[config.mk]
export PLATFORM = sky130hd
export DESIGN_NAME = win_detect
export DESIGN_NICKNAME = d
export VERILOG_FILES = /design/src/rtl/win_detect.sv
export SDC_FILE = /design/constraint.sdc
export NUM_CORES = 1
export LEC_CHECK = 0
export BUFFER_PORTS_ARGS = -buffer_cell sky130_fd_sc_hd__buf_2
export CAP_MARGIN = 0
export CORE_ASPECT_RATIO = 0.8
export CORE_MARGIN = 2
export CORE_UTILIZATION = 47
export CTS_BUF_LIST = sky130_fd_sc_hd__clkbuf_4 sky130_fd_sc_hd__clkbuf_8
export DETAILED_ROUTE_END_ITERATION = 6
export PLACE_DENSITY = 0.69
export SYNTH_ARGS = -nofsm -noshare
export SYNTH_HDL_FRONTEND = slang
export SYNTH_SLANG_ARGS = --single-unit
export TNS_END_PERCENT = 1
[constraint.sdc]
create_clock -name CLOCK -period 6.95 [get_ports CLOCK]
set_input_delay 0.3475 -clock CLOCK [delete_from_list [all_inputs] [get_ports CLOCK]]
set_output_delay 0.3475 -clock CLOCK [all_outputs]
set_load 0.03 [all_outputs]
[src/rtl/win_detect.sv]
// Scans the active SIZE x SIZE board region in row-major order and reports whether every cell matches cell(0,0).
// Optional early exit on the first mismatch: define WIN_DETECT_EARLY_EXIT_EN.
module win_detect #(
    parameter int MAX_SIZE = 26,
    parameter int MIN_SIZE = 2,
    parameter int COLOR_W  = 3
) (
    input  logic               CLOCK,
    input  logic               RESET,
    input  logic               START,
    input  logic [4:0]         SIZE,
    output logic [4:0]         ROW,
    output logic [4:0]         COL,
    input  logic [COLOR_W-1:0] CELL,
    output logic               BUSY,
    output logic               DONE,
    output logic               WIN,
    output logic [9:0]         FILL_COUNT,
    output logic [1:0]         STATE
);

    typedef enum logic [1:0] {
        IDLE   = 2'd0,
        SCAN   = 2'd1,
        FINISH = 2'd2
    } state_t;

    state_t             state;
    logic [4:0]         n;
    logic [COLOR_W-1:0] ref_color;
    logic [4:0]         size_clamped;
    logic [9:0]         area;
    logic               first;
    logic               last;
    logic               match;
    logic               stop_early;
    logic [9:0]         count_next;

    assign STATE = state;
    assign area  = {5'd0, n} * {5'd0, n};

    always_comb begin
        size_clamped = SIZE;
        if (SIZE < 5'(MIN_SIZE)) begin
            size_clamped = 5'(MIN_SIZE);
        end else if (SIZE > 5'(MAX_SIZE)) begin
            size_clamped = 5'(MAX_SIZE);
        end
    end

    // The origin is only ever addressed on the first scan cycle, so it doubles as the k=1 marker.
    assign first      = (ROW == 5'd0) && (COL == 5'd0);
    assign last       = (ROW == n - 5'd1) && (COL == n - 5'd1);
    assign match      = (CELL == ref_color);
    assign count_next = first ? 10'd1 : FILL_COUNT + {9'd0, match};

`ifdef WIN_DETECT_EARLY_EXIT_EN
    assign stop_early = !first && !match;
`else
    assign stop_early = 1'b0;
`endif

    always_ff @(posedge CLOCK) begin
        if (RESET) begin
            state      <= IDLE;
            n          <= 5'd0;
            ref_color  <= '0;
            ROW        <= 5'd0;
            COL        <= 5'd0;
            BUSY       <= 1'b0;
            DONE       <= 1'b0;
            WIN        <= 1'b0;
            FILL_COUNT <= 10'd0;
        end else begin
            case (state)
                IDLE: begin
                    DONE <= 1'b0;
                    if (START) begin
                        n          <= size_clamped;
                        ROW        <= 5'd0;
                        COL        <= 5'd0;
                        FILL_COUNT <= 10'd0;
                        WIN        <= 1'b0;
                        BUSY       <= 1'b1;
                        state      <= SCAN;
                    end
                end
                SCAN: begin
                    if (first) begin
                        ref_color <= CELL;
                    end
                    FILL_COUNT <= count_next;
                    if (stop_early) begin
                        state <= FINISH;
                        DONE  <= 1'b1;
                        WIN   <= 1'b0;
                    end else if (last) begin
                        state <= FINISH;
                        DONE  <= 1'b1;
                        WIN   <= (count_next == area);
                    end else if (COL == n - 5'd1) begin
                        COL <= 5'd0;
                        ROW <= ROW + 5'd1;
                    end else begin
                        COL <= COL + 5'd1;
                    end
                end
                FINISH: begin
                    DONE  <= 1'b0;
                    BUSY  <= 1'b0;
                    state <= IDLE;
                end
                default: begin
                    state <= IDLE;
                end
            endcase
        end
    end

endmodule

==> results of run 1 <==
==> cell families (layout without fill, tap and decap cells) <==
kind of cell / count (synthesis) / in the layout
simple gates: 132 / 132
compound gates: 73 / 73
flops: 33 / 33
xor+xnor: 32 / 32
buf+inv: 30 / 61
fa+ha+maj: 23 / 23
mux: 2 / 2
==> worst max-delay path by stage <==
stage	to	cells after the start	start	slack [ns]
CTS	WIN	14	n[0]	2.87
global placement	WIN	14	n[0]	2.98
floorplan	WIN	15	n[0]	3.20
detailed placement	WIN	14	n[0]	2.88
finish	WIN	14	n[2]	2.82
global route	WIN	14	n[2]	2.59
==> state kept, by name (all words and copies together), names as in the netlist <==
register    cells
FILL_COUNT     10
n               5
WIN             1
ref_color       3
DONE            1
ROW             5
COL             5
STATE           2
BUSY            1
==> stage by stage <==
stage	cells	util	hold WS (ns)
finish	421	0.534	0.312
global route	421	0.534	0.314
CTS	421	0.534	0.308
detailed placement	413	0.518	0.463
global placement	413	0.518	0.459
floorplan	325	-	0.448
==> layout by cell type (no fill, tap or decap), drive strengths merged, types with 4 or more instances in the layout <==
master / netlist / routed
nand2b: 7 / 7
nand3b: 5 / 5
nand4: 5 / 5
nor3: 9 / 9
a211oi: 4 / 4
xnor2: 21 / 21
inv: 17 / 17
and2: 4 / 4
nand3: 16 / 16
a31oi: 4 / 4
dfxtp: 33 / 33
nor2: 41 / 41
nor4: 7 / 7
a22oi: 4 / 4
clkbuf: 5 / 5
nand2: 23 / 23
a21o: 5 / 5
buf: 8 / 36
ha: 19 / 19
o21ai: 12 / 12
a21oi: 29 / 29
xor2: 9 / 9
==> power breakdown <==
| part | internal [mW] | leakage [nW] | switching, mW |
|---|---|---|---|
| Combinational | 0.0326 | 0.880 | 0.0485 |
| Sequential | 0.194 | 0.268 | 0.00885 |
| Clock | 0.0692 | 0.0439 | 0.0808 |
==> critical path, delay by kind of cell (launching register included) <==
kind / cells / cell delay, ns
fa+ha+maj: 4 / 1.65
compound gates: 7 / 1.38
flops: 1 / 0.53
buf+inv: 2 / 0.25
xor+xnor: 1 / 0.20
==> layout make-up <==
type | instances | share of cell area
Timing Repair Buffer | 36 | 0.0633
Clock buffer | 5 | 0.0239
Tap cell | 65 | 0.0282
Inverter | 17 | 0.0239
Sequential cell | 33 | 0.229
Multi-Input combinational cell | 262 | 0.626
Clock inverter | 3 | 0.00607
==> routing by layer <==
layer	vias to the layer above	wire length [um]	track usage
met4	0	65	0.0581
met5	-	0	0
met1	1111	3160	0.309
met2	56	2570	0.295
li1	1214	-	-
met3	6	296	0.0397
==> metrics.md, run 1 <==
| Metric | Value |
|---|---|
| Compound-Gate Fraction of Synth Area | `0.182` |
| Chip Width | `87.4 um` |
| Main combinational cell family by area after synthesis | `simple AND/OR/NAND/NOR gates` |
| Most used flip-flop cell after synthesis | `sky130_fd_sc_hd__dfxtp_1` |
| Cell type with the highest aggregate area in the netlist | `sky130_fd_sc_hd__dfxtp_1` |
| Cell breakdown of the critical path | `inv_1 -> fa_1 -> inv_1 -> fa_1 -> ha_1 -> a31o_2 -> ha_1 -> a21o_1 -> a31o_2 -> a21oi_1 -> xnor2_1 -> a211oi_1 -> o32ai_1 -> o21ai_1` |
| Overall overflow remaining after global route | `0` |
| Share of synthesized cell area in full adder, half adder and majority cells | `0.118` |
| Per-cell routed wire length | `14.5 um` |
| Overall via count from detail_route | `2387` |
| Logic depth of the worst register-to-register path | `14` |
| Synth async-reset ratio | `0` |
| Final worst-path cycle share | `0.594` |
| Antenna diodes | `0` |
| Post-Syn Area | `2610 um2` |
| Setup TNS after final layout | `0 ns` |
| Clk slew on worst S/H paths | `0.08 ns` |
| Library cells used by synthesis | `58` |
| Initial standard-cell utilization of the core | `0.484` |
| Post-synth top cells | `40 x sky130_fd_sc_hd__nor2_1, 33 x sky130_fd_sc_hd__dfxtp_1, 28 x sky130_fd_sc_hd__a21oi_1` |
| Fraction of layout instances using a drive strength above 1 | `0.166` |
| Maximum ir drop on the vdd rail | `0.105 mV` |
| Post-detailed-placement cell area | `2800 um2` |
| Drt drc | `0` |
| Layout overhead on the synthesized area | `10.4%` |
| Most frequent cell after synthesis | `sky130_fd_sc_hd__nor2_1` |
| Actual transition at the worst max-transition pin | `0.657 ns` |
| Proportion of synthesized area in mux cells | `0.00766` |
| Max Freq | `242 MHz` |
| Setup slack of the worst register-to-register path | `2.82 ns` |
| Level count of the clock H-tree | `2` |
| Terminating pin of the worst hold path | `ref_color[1]` |
| Number of buffers between clock root and the deepest sink | `2` |
| Number of antenna violations at the first check in global routing | `0` |
| Critical-path top delay cell | `sky130_fd_sc_hd__fa_1` |
| Worst relative slew slack | `0.560` |
| Type of the tightest min-delay check | `in2reg` |
| Later-pin clock latency in the skew report | `0.30 ns` |
| PwrDens | `150 nW/um2` |
| IO Port Bufs | `35` |
| DP HPWL | `4640 um` |
| Register area | `661 um2` |
| Worst-path fanout max | `11` |
| Combined area of the multi-input logic cells | `1810 um2` |
| Via count of the first global-routing pass | `2106` |
| Final Worst Setup Slack | `2.82 ns` |
| Fillers | `534` |
| Reg2reg end | `WIN` |
| Antenna viol nets, final | `0` |
| Critical path startpoint category | `flop` |
| Worst setup slack before clock tree synthesis | `2.88 ns` |
| WL final | `6090 um` |
| Count of flip-flops with a built-in enable after synthesis | `0` |
| Router iterations before antenna repair | `4` |
| Setup repair bufs after CTS | `0` |
| Row count | `24` |
| Cell types with the largest area share after synthesis | `sky130_fd_sc_hd__dfxtp_1 25%, sky130_fd_sc_hd__ha_1 9.1%, sky130_fd_sc_hd__xnor2_1 7.0%` |
| Full die area | `6180 um2` |
| Critical hold path startpoint | `CELL[1]` |
| Data arrival time of the worst path | `4.31 ns` |
| Placeable core region | `5410 um2` |
| Result of the run | `completed` |
| Num ports | `36` |
| Mapped Cells | `325` |
| R2r startpoint | `n[2]` |
| Top-area cell type share of the netlist area | `0.253` |
| Number of gates given a new drive strength after cts | `0` |
| RSZ-0062 raised after global routing | `false` |
| Final nets | `388` |
| Proportion of synthesized chip area in sequential cells | `0.253` |
| Final setup violation count | `0` |
| Leakage power total | `1.19 nW` |
| First-pass GRT wire length | `10200 um` |
| Largest stage delay on the critical path | `0.56 ns` |
| TritonCTS clock tree | `yes` |
| Initial detailed-routing violation count | `130` |
| Routability cong. | `0.842` |
| Setup skew after layout | `0.00516 ns` |
| Final Cell Area | `2890 um2` |
| Net Count, Synth | `358` |
| Endpoint class of the critical path | `flop` |
| Cell chosen for the clock root | `sky130_fd_sc_hd__clkbuf_8` |
| Req. time, crit path | `7.13 ns` |
| Synthesized area divided by synthesized cell count | `8.04 um2` |
| Hold Vio Cnt, Final | `0` |
| Max Cap Violations | `0` |
| Post-CTS Hold Fix Bufs | `0` |
| Cell depth of the worst min-delay path | `3` |
| Max-slew violations | `0` |
| Min Tclk post-route | `4.13 ns` |
| Seq cells post-synth | `33` |
| Clock Sink Count | `33` |
| Maximum number of pins on one net before global-route repair | `34` |
| Vias/cell | `5.67` |
| Syn. warnings | `0` |
| Die extent in y | `70.7 um` |
| Power, Total | `0.434 mW` |
| Post-synthesis share of cell area spent on xor and xnor gates | `0.118` |
| Critical path class | `reg2reg` |
| Simple-gate share of the synthesized area | `0.265` |
| Global router's overall resource usage | `0.205` |
| Number of buffers inserted during clock tree synthesis | `5` |
(Power assumes the default switching activity.)
==> run 2, diff against run 1 <==
==> constraint.sdc (replaced) <==
create_clock -name CLOCK -period 3.9 [get_ports CLOCK]
set_input_delay 0.195 -clock CLOCK [delete_from_list [all_inputs] [get_ports CLOCK]]
set_output_delay 0.195 -clock CLOCK [all_outputs]
set_load 0.03 [all_outputs]
==> run 2 against run 1 <==
- die area is the same
- critical endpoint unchanged
- wire length grew 2.9%
- critical path depth is the same
- non-clock buffer count grew 5
- largest cell class unchanged
- via count grew 1.2%
- worst setup slack lost 2.7 ns
- clock power grew 79%
- global-route usage grew 0.85 points
- highest routed layer unchanged
- final cell count grew 1.2%
==> metrics.md, run 2 (synthesis gave the netlist of run 1 again) <==
| Metric | Value |
|---|---|
| Maximum number of pins on one net before global-route repair | `34` |
| Reg2reg end | `WIN` |
| Flip-flop count of the largest register after layout | `10` |
| Die extent in y | `70.7 um` |
| Hold Vio Cnt, Final | `0` |
| Worst relative slew slack | `0.539` |
| Final setup violation count | `0` |
| Initial detailed-routing violation count | `143` |
| Req. time, crit path | `4.09 ns` |
| Setup skew after layout | `0.00359 ns` |
| Type of the tightest min-delay check | `in2reg` |
| Row count | `24` |
| Data arrival time of the worst path | `3.94 ns` |
| Actual transition at the worst max-transition pin | `0.689 ns` |
| Chip Width | `87.4 um` |
| Endpoint class of the critical path | `flop` |
| Setup repair bufs after CTS | `0` |
| Final worst-path cycle share | `0.963` |
| Routability cong. | `0.874` |
| Number of buffers between clock root and the deepest sink | `2` |
| Logic depth of the worst register-to-register path | `14` |
| Worst-path fanout max | `6` |
| Final nets | `393` |
| Largest stage delay on the critical path | `0.54 ns` |
| Leakage power total | `1.22 nW` |
| Post-CTS Hold Fix Bufs | `0` |
| TritonCTS clock tree | `yes` |
| Full die area | `6180 um2` |
| WL final | `6270 um` |
| Vias/cell | `5.67` |
| Setup TNS after final layout | `0 ns` |
| Most frequent cells in the layout | `40 x sky130_fd_sc_hd__nor2_1, 35 x sky130_fd_sc_hd__buf_2, 33 x sky130_fd_sc_hd__dfxtp_1` |
| Setup slack of the worst register-to-register path | `0.14 ns` |
| Initial standard-cell utilization of the core | `0.484` |
| Max Cap Violations | `0` |
| Max Freq | `266 MHz` |
| Later-pin clock latency in the skew report | `0.30 ns` |
| R2r startpoint | `n[2]` |
| Overall overflow remaining after global route | `0` |
| Critical path startpoint category | `flop` |
| Placeable core region | `5410 um2` |
| Largest Register | `FILL_COUNT` |
| Max-slew violations | `0` |
| Min Tclk post-route | `3.76 ns` |
| Num ports | `36` |
| Clk slew on worst S/H paths | `0.08 ns` |
| Number of buffers inserted during clock tree synthesis | `5` |
| Final Cell Area | `2930 um2` |
| Layout overhead on the synthesized area | `12.2%` |
| Cell chosen for the clock root | `sky130_fd_sc_hd__clkbuf_8` |
| Via count of the first global-routing pass | `2226` |
| Antenna viol nets, final | `0` |
| Fraction of layout instances using a drive strength above 1 | `0.183` |
| Critical path class | `reg2reg` |
| Maximum ir drop on the vdd rail | `0.133 mV` |
| DP HPWL | `4720 um` |
| Overall via count from detail_route | `2415` |
| Drt drc | `0` |
| Antenna diodes | `0` |
| Router iterations before antenna repair | `4` |
| Terminating pin of the worst hold path | `n[3]` |
| Global router's overall resource usage | `0.213` |
| Number of gates given a new drive strength after cts | `0` |
| First-pass GRT wire length | `10400 um` |
| IO Port Bufs | `35` |
| Cell depth of the worst min-delay path | `3` |
| Critical-path top delay cell | `sky130_fd_sc_hd__fa_1` |
| Most frequent standard cell in the layout excluding fill and tap cells | `sky130_fd_sc_hd__nor2_1` |
| RSZ-0062 raised after global routing | `false` |
| Critical hold path startpoint | `SIZE[3]` |
| PwrDens | `266 nW/um2` |
| Per-cell routed wire length | `14.7 um` |
| Post-detailed-placement cell area | `2840 um2` |
| Cell breakdown of the critical path | `inv_1 -> fa_1 -> inv_1 -> fa_1 -> ha_1 -> a31o_2 -> ha_1 -> a21o_1 -> a31o_2 -> a21oi_2 -> xnor2_1 -> a211oi_1 -> o32ai_1 -> o21ai_1` |
| Number of antenna violations at the first check in global routing | `0` |
| Level count of the clock H-tree | `2` |
| Result of the run | `completed` |
| Clock Sink Count | `33` |
## run 2: worst max-delay path by stage
stage / to / slack [ns] / from
after floorplan: WIN / 0.15 / n[0]
after global placement: WIN / 0.21 / n[2]
after detailed placement: WIN / 0.14 / n[2]
after CTS: WIN / 0.11 / n[2]
after global routing: WIN / 0.02 / n[2]
final: WIN / 0.14 / n[2]
## run 2: final cells by class
class | instances | area, um2
clock buffer | 5 | 68.8
fill | 521 | 2470
inverter | 17 | 68.8
timing repair buffer | 41 | 220
clock inverter | 3 | 17.5
multi-input combinational | 262 | 1820
sequential | 33 | 661
tap | 65 | 81.3
## run 2: per-layer routing
metal / wire, um / GRT usage
met3: 273 / 0.0385
met1: 3130 / 0.293
met2: 2820 / 0.340
met4: 40 / 0.0667
met5: 0 / 0
## run 2: critical path, delay by kind of cell (launching register included)
family / cells / cell delay (ns)
adder cells (fa/ha/maj): 4 / 1.64
XOR/XNOR: 1 / 0.18
buffers and inverters: 2 / 0.17
AO/OA/AOI/OAI: 7 / 1.33
flip-flops: 1 / 0.33
## run 2: per-stage QoR
stage / instances / utilization / hold WS [ns] / setup WS [ns] / power (mW)
after floorplan: 325 / - / 0.334 / 0.150 / 0.480
after global placement: 418 / 0.525 / 0.456 / 0.209 / 0.515
after detailed placement: 418 / 0.525 / 0.462 / 0.141 / 0.518
after CTS: 426 / 0.541 / 0.151 / 0.113 / 0.785
after global routing: 426 / 0.543 / 0.176 / 0.0219 / 0.820
final: 426 / 0.543 / 0.150 / 0.144 / 0.780
## run 2: power breakdown
group,total (mW),internal [mW],switching [mW]
combinational,0.159,0.0623,0.0970
clock,0.268,0.123,0.145
sequential,0.353,0.346,0.00697
total,0.780,0.531,0.249
==> run 3, diff against run 2 <==
--- a/config.mk
+++ b/config.mk
@@ -11,8 +11,11 @@
 export CORE_MARGIN = 2
 export CORE_UTILIZATION = 47
 export CTS_BUF_LIST = sky130_fd_sc_hd__clkbuf_4 sky130_fd_sc_hd__clkbuf_8
+export CTS_CLUSTER_DIAMETER = 80
+export CTS_CLUSTER_SIZE = 12
 export DETAILED_ROUTE_END_ITERATION = 6
 export PLACE_DENSITY = 0.69
+export RECOVER_POWER = 100
 export SYNTH_ARGS = -nofsm -noshare
 export SYNTH_HDL_FRONTEND = slang
 export SYNTH_SLANG_ARGS = --single-unit
==> run 3 against run 2 <==
- wire length rose by 0.64%
- count of clock-buffer cells in the layout unchanged
- flip-flop and latch count is the same
- combinational power hardly changed
- critical path type unchanged
- critical endpoint unchanged
==> metrics.md, run 3 (synthesis gave the netlist of run 1 again) <==
| Metric | Value |
|---|---|
| Antenna viol nets, final | `0` |
| Max-slew violations | `0` |
| Placeable core region | `5410 um2` |
| Layout overhead on the synthesized area | `10.1%` |
| Initial standard-cell utilization of the core | `0.484` |
| Min Tclk post-route | `3.72 ns` |
| Clk slew on worst S/H paths | `0.08 ns` |
| Combined area of the multi-input logic cells | `1790 um2` |
| IO Port Bufs | `35` |
| Critical-path top delay cell | `sky130_fd_sc_hd__fa_1` |
| Worst setup slack before clock tree synthesis | `0.141 ns` |
| Initial detailed-routing violation count | `114` |
| Setup slack of the worst register-to-register path | `0.18 ns` |
| Final nets | `393` |
| Post-CTS Hold Fix Bufs | `0` |
| Setup skew after layout | `0.00592 ns` |
| Number of gates given a new drive strength after cts | `0` |
| Antenna diodes | `0` |
| Cell chosen for the clock root | `sky130_fd_sc_hd__clkbuf_8` |
| Terminating pin of the worst hold path | `n[3]` |
| Logic depth of the worst register-to-register path | `14` |
| Max Freq | `269 MHz` |
| Maximum number of pins on one net before global-route repair | `34` |
| Result of the run | `completed` |
| Die extent in y | `70.7 um` |
| DP HPWL | `4720 um` |
| Worst relative slew slack | `0.541` |
| Number of antenna violations at the first check in global routing | `0` |
| Overall via count from detail_route | `2434` |
| Number of buffers between clock root and the deepest sink | `2` |
| Worst-path fanout max | `6` |
| Setup TNS after final layout | `0 ns` |
| Per-cell routed wire length | `14.8 um` |
| Chip Width | `87.4 um` |
| Drt drc | `0` |
| Data arrival time of the worst path | `3.91 ns` |
| PwrDens | `271 nW/um2` |
| Endpoint class of the critical path | `flop` |
| TritonCTS clock tree | `yes` |
| Number of buffers inserted during clock tree synthesis | `5` |
| Most frequent standard cell in the layout excluding fill and tap cells | `sky130_fd_sc_hd__nor2_1` |
| Level count of the clock H-tree | `2` |
| Critical path class | `reg2reg` |
| Critical path startpoint category | `flop` |
| Final Worst Setup Slack | `0.183 ns` |
| Routability cong. | `0.874` |
| Overall overflow remaining after global route | `0` |
| Num ports | `36` |
| Register area | `661 um2` |
| Clock Sink Count | `33` |
| Largest stage delay on the critical path | `0.54 ns` |
| Largest Register | `FILL_COUNT` |
| Actual transition at the worst max-transition pin | `0.682 ns` |
| Fillers | `540` |
| Vias/cell | `5.71` |
| Most frequent cells in the layout | `40 x sky130_fd_sc_hd__nor2_1, 33 x sky130_fd_sc_hd__dfxtp_1, 27 x sky130_fd_sc_hd__a21oi_1` |
| Critical hold path startpoint | `SIZE[3]` |
| R2r startpoint | `n[2]` |
| RSZ-0062 raised after global routing | `false` |
| Reg2reg end | `WIN` |
| Final setup violation count | `0` |
| Later-pin clock latency in the skew report | `0.30 ns` |
| Flip-flop count of the largest register after layout | `10` |
| Fraction of layout instances using a drive strength above 1 | `0.0997` |
| Cell breakdown of the critical path | `inv_1 -> fa_1 -> inv_1 -> fa_1 -> ha_1 -> a31o_2 -> ha_1 -> a21o_1 -> a31o_2 -> a21oi_2 -> xnor2_1 -> a211oi_1 -> o32ai_1 -> o21ai_1` |
| Max Cap Violations | `0` |
| Global router's overall resource usage | `0.213` |
| Row count | `24` |
| WL final | `6310 um` |
| Full die area | `6180 um2` |
| Router iterations before antenna repair | `4` |
| Hold Vio Cnt, Final | `0` |
| Maximum ir drop on the vdd rail | `0.133 mV` |
| Cell depth of the worst min-delay path | `3` |
| Req. time, crit path | `4.09 ns` |
| Type of the tightest min-delay check | `in2reg` |
| Setup repair bufs after CTS | `0` |
| Leakage power total | `1.10 nW` |
| First-pass GRT wire length | `10400 um` |
| Via count of the first global-routing pass | `2226` |
| Final worst-path cycle share | `0.953` |
run 3: cell count changes in the layout (fill, tap and decap cells not counted), sizes merged:
cell    delta
clkbuf    +26
buf       -26
run 3: how the worst max path moves through the flow:
| stage | to | slack (ns) | startpoint | cells after the start |
|---|---|---|---|---|
| after detailed placement | WIN | 0.14 | n[2] | 14 |
| final | WIN | 0.18 | n[2] | 14 |
| after CTS | WIN | 0.11 | n[2] | 14 |
| after global placement | WIN | 0.21 | n[2] | 14 |
| after global routing | WIN | 0.02 | n[2] | 14 |
| after floorplan | WIN | 0.15 | n[0] | 15 |
run 3: final cells by class:
class,count,share of cell area
Timing Repair Buffer,41,0.0644
Clock buffer,5,0.0239
Sequential cell,33,0.230
Clock inverter,3,0.00609
Tap cell,65,0.0283
Inverter,17,0.0239
Multi-Input combinational cell,262,0.624
run 3: routing by layer:
layer,wire (um),vias up,share of wire,global-route usage
li1,-,1229,-,-
met1,3100,1129,0.49,0.293
met2,2810,70,0.45,0.340
met3,351,6,0.056,0.0385
met4,40,0,0.0063,0.0667
met5,0,-,0,0
run 3: worst max-delay path: cells and delay by family, from the launching register on:
family / cells / cell delay (ns)
adders and majority gates: 4 / 1.64
AOI/OAI and AO/OA: 7 / 1.29
DFF: 1 / 0.33
xor gates and xnor gates: 1 / 0.18
buffers and inverters: 2 / 0.17
run 3: report_power, final:
part	internal (mW)	switching (mW)	total [mW]
Sequential	0.346	0.00706	0.353
Clock	0.123	0.148	0.271
Combinational	0.0603	0.0961	0.156
run 3: through the flow:
| stage | instances | hold WS (ns) | utilization | power [mW] | area, um2 |
|---|---|---|---|---|---|
| after detailed placement | 418 | 0.462 | 0.525 | 0.518 | 2840 |
| after CTS | 426 | 0.151 | 0.541 | 0.785 | 2920 |
| final | 426 | 0.148 | 0.532 | 0.780 | 2880 |
| after floorplan | 325 | 0.334 | - | 0.480 | 2610 |
| after global routing | 426 | 0.176 | 0.532 | 0.817 | 2880 |
| after global placement | 418 | 0.456 | 0.525 | 0.515 | 2840 |
